===== src/rtl/acc_pkg.sv =====
// Shared constants and state encoding for the counted accumulate controller.
package acc_pkg;

    localparam int DW = 8;

    typedef enum logic [1:0] {
        IDLE = 2'd0,
        RUN  = 2'd1,
        DONE = 2'd2
    } acc_state_e;

endpackage


===== src/rtl/acc_seq_ctrl_if.sv =====
// Command/operand stream and result bus between the sequencer and the controller.
interface acc_seq_ctrl_if
    import acc_pkg::*;
#(
    parameter int CNT_W = 4
);

    logic             i_start;
    logic [CNT_W-1:0] i_len;
    logic             i_clear;
    logic             i_valid;
    logic [DW-1:0]    i_data;
    logic             o_ready;
    logic             o_busy;
    logic             o_done;
    logic [DW-1:0]    o_sum;
    logic             o_carry;
    logic             o_ovf;

    modport master (
        output i_start, i_len, i_clear, i_valid, i_data,
        input  o_ready, o_busy, o_done, o_sum, o_carry, o_ovf
    );

    modport slave (
        input  i_start, i_len, i_clear, i_valid, i_data,
        output o_ready, o_busy, o_done, o_sum, o_carry, o_ovf
    );

endinterface


===== src/rtl/adder_8bit.sv =====
// 8-bit ripple adder with unsigned carry-out and signed overflow detection.
module adder_8bit (
    input  logic [7:0] i_a,
    input  logic [7:0] i_b,
    input  logic       i_cin,
    output logic [7:0] o_sum,
    output logic       o_carry,
    output logic       o_ovf
);

    logic [8:0] full;

    always_comb begin
        full    = {1'b0, i_a} + {1'b0, i_b} + {8'd0, i_cin};
        o_sum   = full[7:0];
        o_carry = full[8];
        // Signed overflow: both operands share a sign the result does not.
        o_ovf   = (i_a[7] == i_b[7]) && (full[7] != i_a[7]);
    end

endmodule


===== src/rtl/acc_seq_ctrl.sv =====
// Framed accumulator: takes a counted start, sums that many stream operands, pulses done.
module acc_seq_ctrl
    import acc_pkg::*;
#(
    parameter int CNT_W = 4
) (
    input  logic           i_clk,
    input  logic           ni_rst,
    acc_seq_ctrl_if.slave  bus
);

    acc_state_e       state;
    logic [CNT_W-1:0] cnt;
    logic [DW-1:0]    sum;
    logic             carry;
    logic             ovf;
    logic             ready;
    logic             busy;
    logic             done;

    logic [DW-1:0]    add_sum;
    logic             add_carry;
    logic             add_ovf;

    adder_8bit u_adder (
        .i_a     (bus.i_data),
        .i_b     (sum),
        .i_cin   (1'b0),
        .o_sum   (add_sum),
        .o_carry (add_carry),
        .o_ovf   (add_ovf)
    );

    // Handshake flags are registered alongside the state so they never see input paths.
    always_ff @(posedge i_clk or negedge ni_rst) begin
        if (!ni_rst) begin
            state <= IDLE;
            cnt   <= '0;
            sum   <= '0;
            carry <= 1'b0;
            ovf   <= 1'b0;
            ready <= 1'b0;
            busy  <= 1'b0;
            done  <= 1'b0;
        end else if (bus.i_clear) begin
            state <= IDLE;
            cnt   <= '0;
            sum   <= '0;
            carry <= 1'b0;
            ovf   <= 1'b0;
            ready <= 1'b0;
            busy  <= 1'b0;
            done  <= 1'b0;
        end else begin
            case (state)
                IDLE: begin
                    if (bus.i_start) begin
                        cnt   <= bus.i_len;
                        sum   <= '0;
                        carry <= 1'b0;
                        ovf   <= 1'b0;
                        busy  <= 1'b1;
                        if (bus.i_len != '0) begin
                            state <= RUN;
                            ready <= 1'b1;
                        end else begin
                            state <= DONE;
                            done  <= 1'b1;
                        end
                    end
                end
                RUN: begin
                    if (bus.i_valid) begin
                        sum   <= add_sum;
                        carry <= carry | add_carry;
                        ovf   <= ovf | add_ovf;
                        cnt   <= cnt - CNT_W'(1);
                        if (cnt == CNT_W'(1)) begin
                            state <= DONE;
                            ready <= 1'b0;
                            done  <= 1'b1;
                        end
                    end
                end
                DONE: begin
                    state <= IDLE;
                    busy  <= 1'b0;
                    done  <= 1'b0;
                end
                default: begin
                    state <= IDLE;
                    ready <= 1'b0;
                    busy  <= 1'b0;
                    done  <= 1'b0;
                end
            endcase
        end
    end

    assign bus.o_ready = ready;
    assign bus.o_busy  = busy;
    assign bus.o_done  = done;
    assign bus.o_sum   = sum;
    assign bus.o_carry = carry;
    assign bus.o_ovf   = ovf;

endmodule

===== src/flat_wrapper.sv =====
// flat-port wrapper written by rule: the top's interface ports become plain ports
module acc_seq_ctrl_flat import acc_pkg::*;
#(
    parameter int CNT_W = 4
)
  (i_clk, ni_rst, bus_i_start, bus_i_len, bus_i_clear, bus_i_valid, bus_i_data, bus_o_ready, bus_o_busy, bus_o_done, bus_o_sum, bus_o_carry, bus_o_ovf);
  acc_seq_ctrl_if #(.CNT_W(CNT_W)) bus_i ();
  input  logic i_clk;
  input  logic ni_rst;
  input wire logic [$bits(bus_i.i_start)-1:0] bus_i_start;
  input wire logic [$bits(bus_i.i_len)-1:0] bus_i_len;
  input wire logic [$bits(bus_i.i_clear)-1:0] bus_i_clear;
  input wire logic [$bits(bus_i.i_valid)-1:0] bus_i_valid;
  input wire logic [$bits(bus_i.i_data)-1:0] bus_i_data;
  output wire logic [$bits(bus_i.o_ready)-1:0] bus_o_ready;
  output wire logic [$bits(bus_i.o_busy)-1:0] bus_o_busy;
  output wire logic [$bits(bus_i.o_done)-1:0] bus_o_done;
  output wire logic [$bits(bus_i.o_sum)-1:0] bus_o_sum;
  output wire logic [$bits(bus_i.o_carry)-1:0] bus_o_carry;
  output wire logic [$bits(bus_i.o_ovf)-1:0] bus_o_ovf;
  assign bus_i.i_start = bus_i_start;
  assign bus_i.i_len = bus_i_len;
  assign bus_i.i_clear = bus_i_clear;
  assign bus_i.i_valid = bus_i_valid;
  assign bus_i.i_data = bus_i_data;
  assign bus_o_ready = bus_i.o_ready;
  assign bus_o_busy = bus_i.o_busy;
  assign bus_o_done = bus_i.o_done;
  assign bus_o_sum = bus_i.o_sum;
  assign bus_o_carry = bus_i.o_carry;
  assign bus_o_ovf = bus_i.o_ovf;
  acc_seq_ctrl #(.CNT_W(CNT_W)) u_core (.i_clk(i_clk), .ni_rst(ni_rst), .bus(bus_i));
endmodule

===== config.mk =====
export PLATFORM = sky130hd
export DESIGN_NAME = acc_seq_ctrl_flat
export DESIGN_NICKNAME = d
export VERILOG_FILES = /design/src/rtl/acc_pkg.sv /design/src/rtl/acc_seq_ctrl_if.sv /design/src/rtl/adder_8bit.sv /design/src/rtl/acc_seq_ctrl.sv /design/src/flat_wrapper.sv
export SDC_FILE = /design/constraint.sdc
export NUM_CORES = 1
export LEC_CHECK = 0
export BUFFER_PORTS_ARGS = -buffer_cell sky130_fd_sc_hd__buf_2
export CORE_AREA = 2 2 68 77
export DETAILED_ROUTE_END_ITERATION = 12
export DIE_AREA = 0 0 70 79
export PLACE_DENSITY = 0.48
export SYNTH_ARGS = -nofsm -noshare
export SYNTH_HDL_FRONTEND = slang
export SYNTH_HIERARCHICAL = 1
export SYNTH_SLANG_ARGS = --single-unit

===== constraint.sdc =====
create_clock -name i_clk -period 3.31 [get_ports i_clk]
set_clock_uncertainty 0.2 [all_clocks]
set_input_delay 0.331 -clock i_clk [delete_from_list [all_inputs] [get_ports i_clk]]
set_output_delay 0.331 -clock i_clk [all_outputs]
set_load 0.02 [all_outputs]

* Word level (Yosys, flattened, before mapping)
Index checks and enable logic that the tools add are counted.
Operators by class: $add $sub $neg 2, multipliers 0, divide/modulo/power cells 0, $lt $le $gt $ge 0, eq/ne operators 12, shifts and indexed selects 0, multiplexer cells 36, bitwise gates (word level) 2, reduce and logical (&&, ||, !) cells 9
Operators with widths (number):
- $mux W8 | 3
- $mux W1 | 17
- $pmux W8 S2 | 1
- $mux W4 | 3
- $mux W2 | 5
- $add A8 B8 Y9 | 1
- $ne A3 B3 Y1 const B | 3
- $pmux W1 S2 | 4
- $pmux W4 S2 | 1
- $ne A3 B2 Y1 const B | 2
- $reduce_and A3 Y1 | 2
- $reduce_and A5 Y1 | 1
- $eq A4 B1 Y1 const B | 1
- $ne A2 B2 Y1 const B | 2
- $pmux W2 S2 | 1
- $reduce_and A4 Y1 | 1
- $reduce_bool A4 Y1 | 1
- $sub A4 B1 Y4 const B | 1
- $pmux W1 S3 | 1
- $reduce_bool A3 Y1 | 1
- $eq A2 B1 Y1 const B | 1
- $eq A2 B2 Y1 const B | 1
- $logic_not A2 Y1 | 1
- $or A1 B1 Y1 | 2
- other kinds (4) | 4
Word-level totals: bits in registers 19, latch bits 0, bits in writable memories 0, ROM bits 0, input port bits 17, output and inout port bits 13, memories 0

* Logic depth before layout (Yosys ltp)
Gate-level depths: netlist of run 1.
depth after elaboration 7, mapped depth 8

* Modules after synthesis
The synthesis of run 1 kept the hierarchy.
By module, submodules not included:
- acc_seq_ctrl | times used 1, cells an instance 98, area each 1056.0 sq um, seq. area each 475.5 sq um
- adder_8bit | times used 1, cells an instance 42, area each 336.6 sq um, seq. area each 0.0 sq um

* Worst setup path before layout of run 1
Ideal clock, no wire load.
path kind register to register, start point reg u_core.sum[0], in the netlist u_core/bus.o_sum[0], end point reg u_core.sum[6], in the netlist u_core/bus.o_sum[6], setup time 0.125 ns, data arrival time 2.288 ns, required time 2.985 ns, slack 0.697 ns, cell stages (with the launch flop) 9, buffers on the path 0, period minus slack after synthesis 2.613 ns, cell sequence dfrtp_1 fa_1 fa_1 a21oi_1 o211ai_1 a21oi_1 xnor2_1 and3_1 mux2_4
On the way: longest elaborated chain between the ends 4
RTL lines:
- start: declaration | RTL line acc_seq_ctrl.sv:14 | logic [DW-1:0] sum;
- start signal: assignment | RTL line acc_seq_ctrl.sv:74 | sum <= add_sum;
- $add A8 B8 Y9 | RTL line adder_8bit.sv:14 | full = {1'b0, i_a} + {1'b0, i_b} + {8'd0, i_cin};
- net u_core.add_sum[6] | RTL line acc_seq_ctrl.sv:21 | logic [DW-1:0] add_sum;
- $mux W8 | RTL line acc_seq_ctrl.sv:73 | if (bus.i_valid) begin
- $pmux W8 S2 | RTL line acc_seq_ctrl.sv:55 | case (state)
- $mux W8 | RTL line acc_seq_ctrl.sv:45 | end else if (bus.i_clear) begin
The timed path passes the listed nets, and every way through them passes these cells. The select of a mux whose other input is x is not followed. A chain may end at the register's enable or synchronous reset.

* Final worst setup path of run 1
Same ends and word-level chain as after synthesis.

==> flow_summary.json, run 1 <==
{
  "num_vias": 1154,
  "fin_ws_ps": 624,
  "status": "completed",
  "setup_viol": 0,
  "drv_cap": 0,
  "cts_hold_buf": 1,
  "dp_cells": 222,
  "clock_sinks": 19,
  "path_class": "flop to flop",
  "path_buf_inv": 0,
  "antenna_left": 0,
  "numCtsBuffers": 3,
  "ys_ff_latch": 19,
  "path_cells": "fa_1, fa_1, a21oi_1, o211ai_1, a21oi_1, xnor2_1, and3_1, mux2_4",
  "max_stage_delay_ps": 460,
  "ios": 30,
  "syn_nets": 168,
  "routed_wl_microns": 3240,
  "cp-start-kind": "flop",
  "overflow": 0,
  "post-dp-hpwl_microns": 2390,
  "p_total_w": 0.00107,
  "die_area_sq_mm": 0.00553,
  "ys_seq_area_share_pct": 34.1,
  "clk-insertion-delay-late_ps": 260,
  "die_y_microns": 79,
  "nNetsFinal": 198,
  "core-area_sq_mm": 0.00480,
  "synth_edf_count": 0,
  "clockBufferDepth": 2,
  "antenna_found_initial": 0,
  "clock-root-buffer": "clkbuf_8",
  "pre_cts_ws_ps": 591,
  "gp_congestion": 0.759,
  "portBuffers": 29,
  "wire_per_inst_microns": 14.3,
  "peakVddDrop_v": 0.000413,
  "mostFrequentLayoutCells": "buf_2, dfrtp_1, mux2_4, ha_1",
  "clk_pin_slew_ps": 80,
  "worstPathMaxFanout": 3,
  "grt_max_degree": 22,
  "rrSetupSlack_ps": 620,
  "syn_area_sq_mm": 0.00139,
  "rows": 27,
  "tns_ps": 0,
  "firstDrtPassIters": 4,
  "slew_headroom_pct": 33.8,
  "mostFrequentLayoutCell": "buf_2",
  "area_growth_pct": 17.5,
  "post-cts-setup-buffers": 0,
  "async_flop_share_pct": 100,
  "drv_slew": 0,
  "dr.first_iter.drc_count": 33,
  "grt_setup_unrepaired": "false",
  "leakage_nw": 0.842,
  "grt_pass1_wl_microns": 5520,
  "finalCritPeriodShare_pct": 81.2,
  "initial_utilization_pct": 29.0,
  "insertedDiodeCount": 0,
  "synthCells": 140,
  "cts-resized-gates": 0,
  "tightestPinTransition_ps": 990,
  "instances_no_fill": 227,
  "synthFlopType": "dfrtp_1",
  "endpoint_kind": "flop",
  "timing.fmax_mhz": 372,
  "hp-class": "primary input to flop",
  "grt_pass1_vias": 1148,
  "avgSynthCellArea_sq_um": 9.95,
  "layout_min_cycle_time_ps": 2690,
  "cts_tree": "yes",
  "ys_warn_count": 6,
  "power_density_mw_per_mm2": 652,
  "fin_hold_ws_ps": 171,
  "drc": 0,
  "cts_max_level": 1,
  "drive_gt1_share_pct": 26.6,
  "slowest_stage": "fa_1",
  "die_w_microns": 70,
  "cp_top_family": "adder cells",
  "final_hold_viol_count": 0,
  "cp.arrival_ps": 2640,
  "vias_per_cell": 5.08,
  "critical_path_required_ps": 3260,
  "grt_use_total_pct": 12.4,
  "synth_cell_types": 43
}
==> area by class of cell <==
type | count | area, sq um
clock buffers | 3 | 41.3
clock inverters | 1 | 5.00
fillers | 527 | 3160
inverters | 7 | 26.3
multi-input cells | 109 | 861
flip-flops and latches | 19 | 475
well taps | 58 | 72.6
repair buffers | 30 | 155
==> worst paths after layout <==
path,from,endpoint,cells past startpoint
max,u_core/bus.o_sum[0],u_core/bus.o_sum[6],8
min,bus_i_clear,u_core/cnt[2],2
max reg2reg,u_core/bus.o_sum[0],u_core/bus.o_sum[6],8
min reg2reg,u_core/bus.o_busy,u_core/bus.o_busy,1
max in group asynchronous,ni_rst,u_core/bus.o_sum[1],2
min in group asynchronous,ni_rst,u_core/state[1],2
==> routing by layer <==
metal,part of all wire [%],vias to the layer above,global-route usage [%]
met5,0,-,0
met4,0.89,0,4.04
met3,2.0,2,0.888
met1,46,565,16.6
li1,-,575,-
met2,51,12,21.1
==> report_power, final <==
| group | leakage (nW) | switching, W | internal [W] |
|---|---|---|---|
| Clock | 0.0255 | 0.0000901 | 0.0000839 |
| Combinational | 0.562 | 0.000268 | 0.000245 |
| Sequential | 0.255 | 0.0000854 | 0.000293 |
| Total | 0.842 | 0.000444 | 0.000623 |
==> kinds of logic (layout without fill, tap and decap cells) <==
kind of cell | Yosys count | after routing | synth area share (%)
muxes | 11 | 11 | 11.2
AOI/OAI and AO/OA | 34 | 34 | 16.8
and+or+nand+nor | 47 | 47 | 19.4
xor gates and xnor gates | 5 | 5 | 3.14
adders and majority gates | 11 | 11 | 11.0
other | 1 | 1 | 0.269
DFF | 19 | 19 | 34.1
buffers and inverters | 12 | 41 | 4.04
==> registers in the layout (all words and copies together) (netlist names) <==
name,cells
u_core/bus.o_busy,1
u_core/bus.o_carry,1
u_core/bus.o_done,1
u_core/bus.o_ovf,1
u_core/bus.o_ready,1
u_core/bus.o_sum,8
u_core/cnt,4
u_core/state,2
==> per-stage QoR <==
step | cell area [sq um] | util, %
6_report | 1640 | 34.1
3_5_place_dp | 1580 | 32.9
3_3_place_gp | 1580 | 32.9
2_1_floorplan | 1390 | -
5_1_grt | 1640 | 34.1
4_1_cts | 1640 | 34.1
==> synthesized netlist by cell type (2+ instances only) <==
cell | n | area share [%]
ha_1 | 9 | 8.1
o21ai_0 | 4 | 1.4
nor2b_1 | 6 | 2.7
nor3_1 | 5 | 1.8
a21o_1 | 2 | 1.1
nor4_1 | 3 | 1.3
a211oi_1 | 3 | 1.6
and3_1 | 8 | 3.6
dfrtp_1 | 19 | 34
o21ai_1 | 3 | 1.1
mux2_4 | 9 | 9.7
nand2_1 | 4 | 1.1
fa_1 | 2 | 2.9
or3_1 | 2 | 0.90
o211ai_1 | 2 | 1.1
o21a_1 | 2 | 1.1
nor3b_1 | 2 | 1.1
and3b_1 | 2 | 1.3
a21oi_1 | 7 | 2.5
buf_2 | 3 | 1.1
and2_1 | 3 | 1.3
nor2_1 | 8 | 2.2
inv_1 | 7 | 1.9
a31oi_1 | 2 | 0.90
o31ai_1 | 2 | 1.1
xnor2_1 | 4 | 2.5
No activity file was read; power rests on OpenSTA's default activity.
==> inputs of run 2 (changes only) <==
--- a/config.mk
+++ b/config.mk
@@ -5,11 +5,12 @@
 export SDC_FILE = /design/constraint.sdc
 export NUM_CORES = 1
 export LEC_CHECK = 0
+export ABC_AREA = 1
 export BUFFER_PORTS_ARGS = -buffer_cell sky130_fd_sc_hd__buf_2
-export CORE_AREA = 2 2 68 77
+export CORE_AREA = 2 2 71 80
 export DETAILED_ROUTE_END_ITERATION = 12
-export DIE_AREA = 0 0 70 79
-export PLACE_DENSITY = 0.48
+export DIE_AREA = 0 0 73 82
+export PLACE_DENSITY = 0.49
 export SYNTH_ARGS = -nofsm -noshare
 export SYNTH_HDL_FRONTEND = slang
 export SYNTH_HIERARCHICAL = 1
==> constraint.sdc (replaced) <==
create_clock -name i_clk -period 2.3 [get_ports i_clk]
set_clock_uncertainty 0.2 [all_clocks]
set_input_delay 0.23 -clock i_clk [delete_from_list [all_inputs] [get_ports i_clk]]
set_output_delay 0.23 -clock i_clk [all_outputs]
set_load 0.02 [all_outputs]
==> run 2 against run 1 <==
Sequential cell count unchanged. Critical path depth unchanged. Register-to-register slack worse by 490 ps.
==> flow_summary.json, run 2 <==
{
  "seq_area_sq_um": 475,
  "routed_wl_microns": 3100,
  "antenna_found_initial": 0,
  "yosysTopAreaCellShare_pct": 31.5,
  "cts_max_level": 1,
  "drc": 0,
  "num-fill-cells": 555,
  "ios": 30,
  "async_flop_share_pct": 100,
  "drive_gt1_share_pct": 32.0,
  "multi_input_area_sq_um": 920,
  "layout_min_cycle_time_ps": 2160,
  "ys_seq_area_share_pct": 31.5,
  "firstDrtPassIters": 4,
  "setup_viol": 0,
  "grt_pass1_vias": 1193,
  "dr.first_iter.drc_count": 27,
  "drv_cap": 0,
  "clock_sinks": 19,
  "path_class": "flop to flop",
  "wire_per_inst_microns": 11.1,
  "leakage_nw": 0.990,
  "avgSynthCellArea_sq_um": 8.12,
  "post-cts-setup-buffers": 0,
  "tns_ps": 0,
  "peakVddDrop_v": 0.000713,
  "clockBufferDepth": 2,
  "initial_utilization_pct": 28.9,
  "mostFrequentLayoutCell": "nand2_1",
  "vias_per_cell": 4.49,
  "synth_cell_types": 31,
  "grt_setup_unrepaired": "false",
  "synthCells": 186,
  "mostFrequentLayoutCells": "nand2_1, buf_2, dfrtp_1",
  "insertedDiodeCount": 0,
  "portBuffers": 29,
  "area_growth_pct": 16.2,
  "ys_warn_count": 6,
  "clk_pin_slew_ps": 80,
  "synthFlopType": "dfrtp_1",
  "critical_path_required_ps": 2250,
  "worstPathMaxFanout": 3,
  "power_density_mw_per_mm2": 984,
  "die_y_microns": 82,
  "die_area_sq_mm": 0.00599,
  "clk-insertion-delay-late_ps": 260,
  "largest_reg_flops": 8,
  "hp-class": "primary input to flop",
  "drv_slew": 0,
  "antenna_left": 0,
  "overflow": 0,
  "yosysMostFrequentCell": "nand2_1",
  "core-area_sq_mm": 0.00522,
  "synth_common_cells": "nand2_1, dfrtp_1, inv_1, nor2_1, o21ai_2",
  "grt_max_degree": 27,
  "syn_nets": 214,
  "cp-start-kind": "flop",
  "syn_area_sq_mm": 0.00151,
  "dp_cells": 274,
  "numCtsBuffers": 3,
  "instances_no_fill": 279,
  "final_hold_viol_count": 0,
  "die_w_microns": 73,
  "yosysTopAreaCell": "dfrtp_1",
  "synth_edf_count": 0,
  "endpoint_kind": "flop",
  "grt_pass1_wl_microns": 5380,
  "nNetsFinal": 248,
  "rows": 28,
  "met1_usage_pct": 15.6,
  "placed_area_sq_mm": 0.00170,
  "ys_ff_latch": 19,
  "cts_tree": "yes",
  "fin_hold_ws_ps": 97.6,
  "post-dp-hpwl_microns": 2360,
  "grt_util_met2_pct": 17.7,
  "grtUsageMet3_pct": 3.19,
  "gp_congestion": 0.742,
  "synth.area.top_cells": "dfrtp_1, nand2_1, ha_1",
  "timing.fmax_mhz": 462,
  "clock-root-buffer": "clkbuf_8",
  "num_vias": 1253,
  "finalCritPeriodShare_pct": 94.1,
  "cp.arrival_ps": 2110,
  "postLayoutCellArea_sq_mm": 0.00176,
  "status": "completed",
  "grt_use_total_pct": 11.6,
  "busiest_layer": "met2"
}
run 2: cell type report:
class | instances | share of cell area [%]
timing repair buffer | 31 | 9.27
inverter | 20 | 4.42
sequential | 19 | 27.1
tap | 60 | 4.28
clock buffer | 4 | 2.57
multi-input combinational | 145 | 52.4
run 2: through the flow:
step,setup WS [ps],total power [W],util (%)
after floorplan,60.6,0.00133,-
after CTS,52.8,0.00177,33.6
after detailed placement,61.3,0.00151,32.5
after global routing,1.25,0.00192,33.6
after global placement,94.7,0.00151,32.5
final,137,0.00173,33.6
run 2: report_power, final:
group	total, W	switching (W)	leakage (nW)	internal, W
clock	0.000238	0.000115	0.0228	0.000123
sequential	0.000560	0.000119	0.253	0.000441
combinational	0.000929	0.000592	0.713	0.000337
run 2: cells by family (layout without fill, tap and decap cells):
| logic type | count (synthesis) | in the layout | synth area share, % |
|---|---|---|---|
| buf+inv | 22 | 55 | 7.79 |
| fa+ha+maj | 11 | 11 | 10.1 |
| other cells | 1 | 1 | 0.248 |
| flops | 19 | 19 | 31.5 |
| simple gates | 102 | 102 | 34.5 |
| xor+xnor | 5 | 5 | 3.40 |
| compound gates | 26 | 26 | 12.5 |
run 2: per-layer routing:
metal  part of all wire, %  vias to the layer above
met4                   2.2                        0
met2                    45                       22
met5                     0                        -
li1                      -                      663
met1                    50                      562
met3                   3.0                        6
run 2: worst paths after layout:
kind	startpoint	end	slack, ps	cells after the start
worst max-delay path	u_core/bus.o_sum[0]	u_core/bus.o_carry	140	8
worst min-delay path	bus_i_clear	u_core/bus.o_done	100	4
worst max register to register	u_core/bus.o_sum[0]	u_core/bus.o_carry	140	8
worst min register to register	u_core/bus.o_ready	u_core/bus.o_ready	280	2
max in group asynchronous	ni_rst	u_core/cnt[0]	1320	2
min in group asynchronous	ni_rst	u_core/state[1]	260	2
run 2: worst max-delay path, stage by stage, from the launching register on:
cell and delay [ps]:
dfrtp_1 400, fa_1 440, fa_2 380, nand3_1 100, nand2_1 110, nand4_1 90, nand3_1 70, o211ai_1 190
o21ai_2 80
run 2: repair_timing:
| action | 4_1_cts | 5_1_grt |
|---|---|---|
| endpoints found under the setup margin | 0 | 2 |
| hold endpoints to repair | 19 | 0 |
| resized for setup | 0 | 1 |
| hold buffers | 1 | 0 |
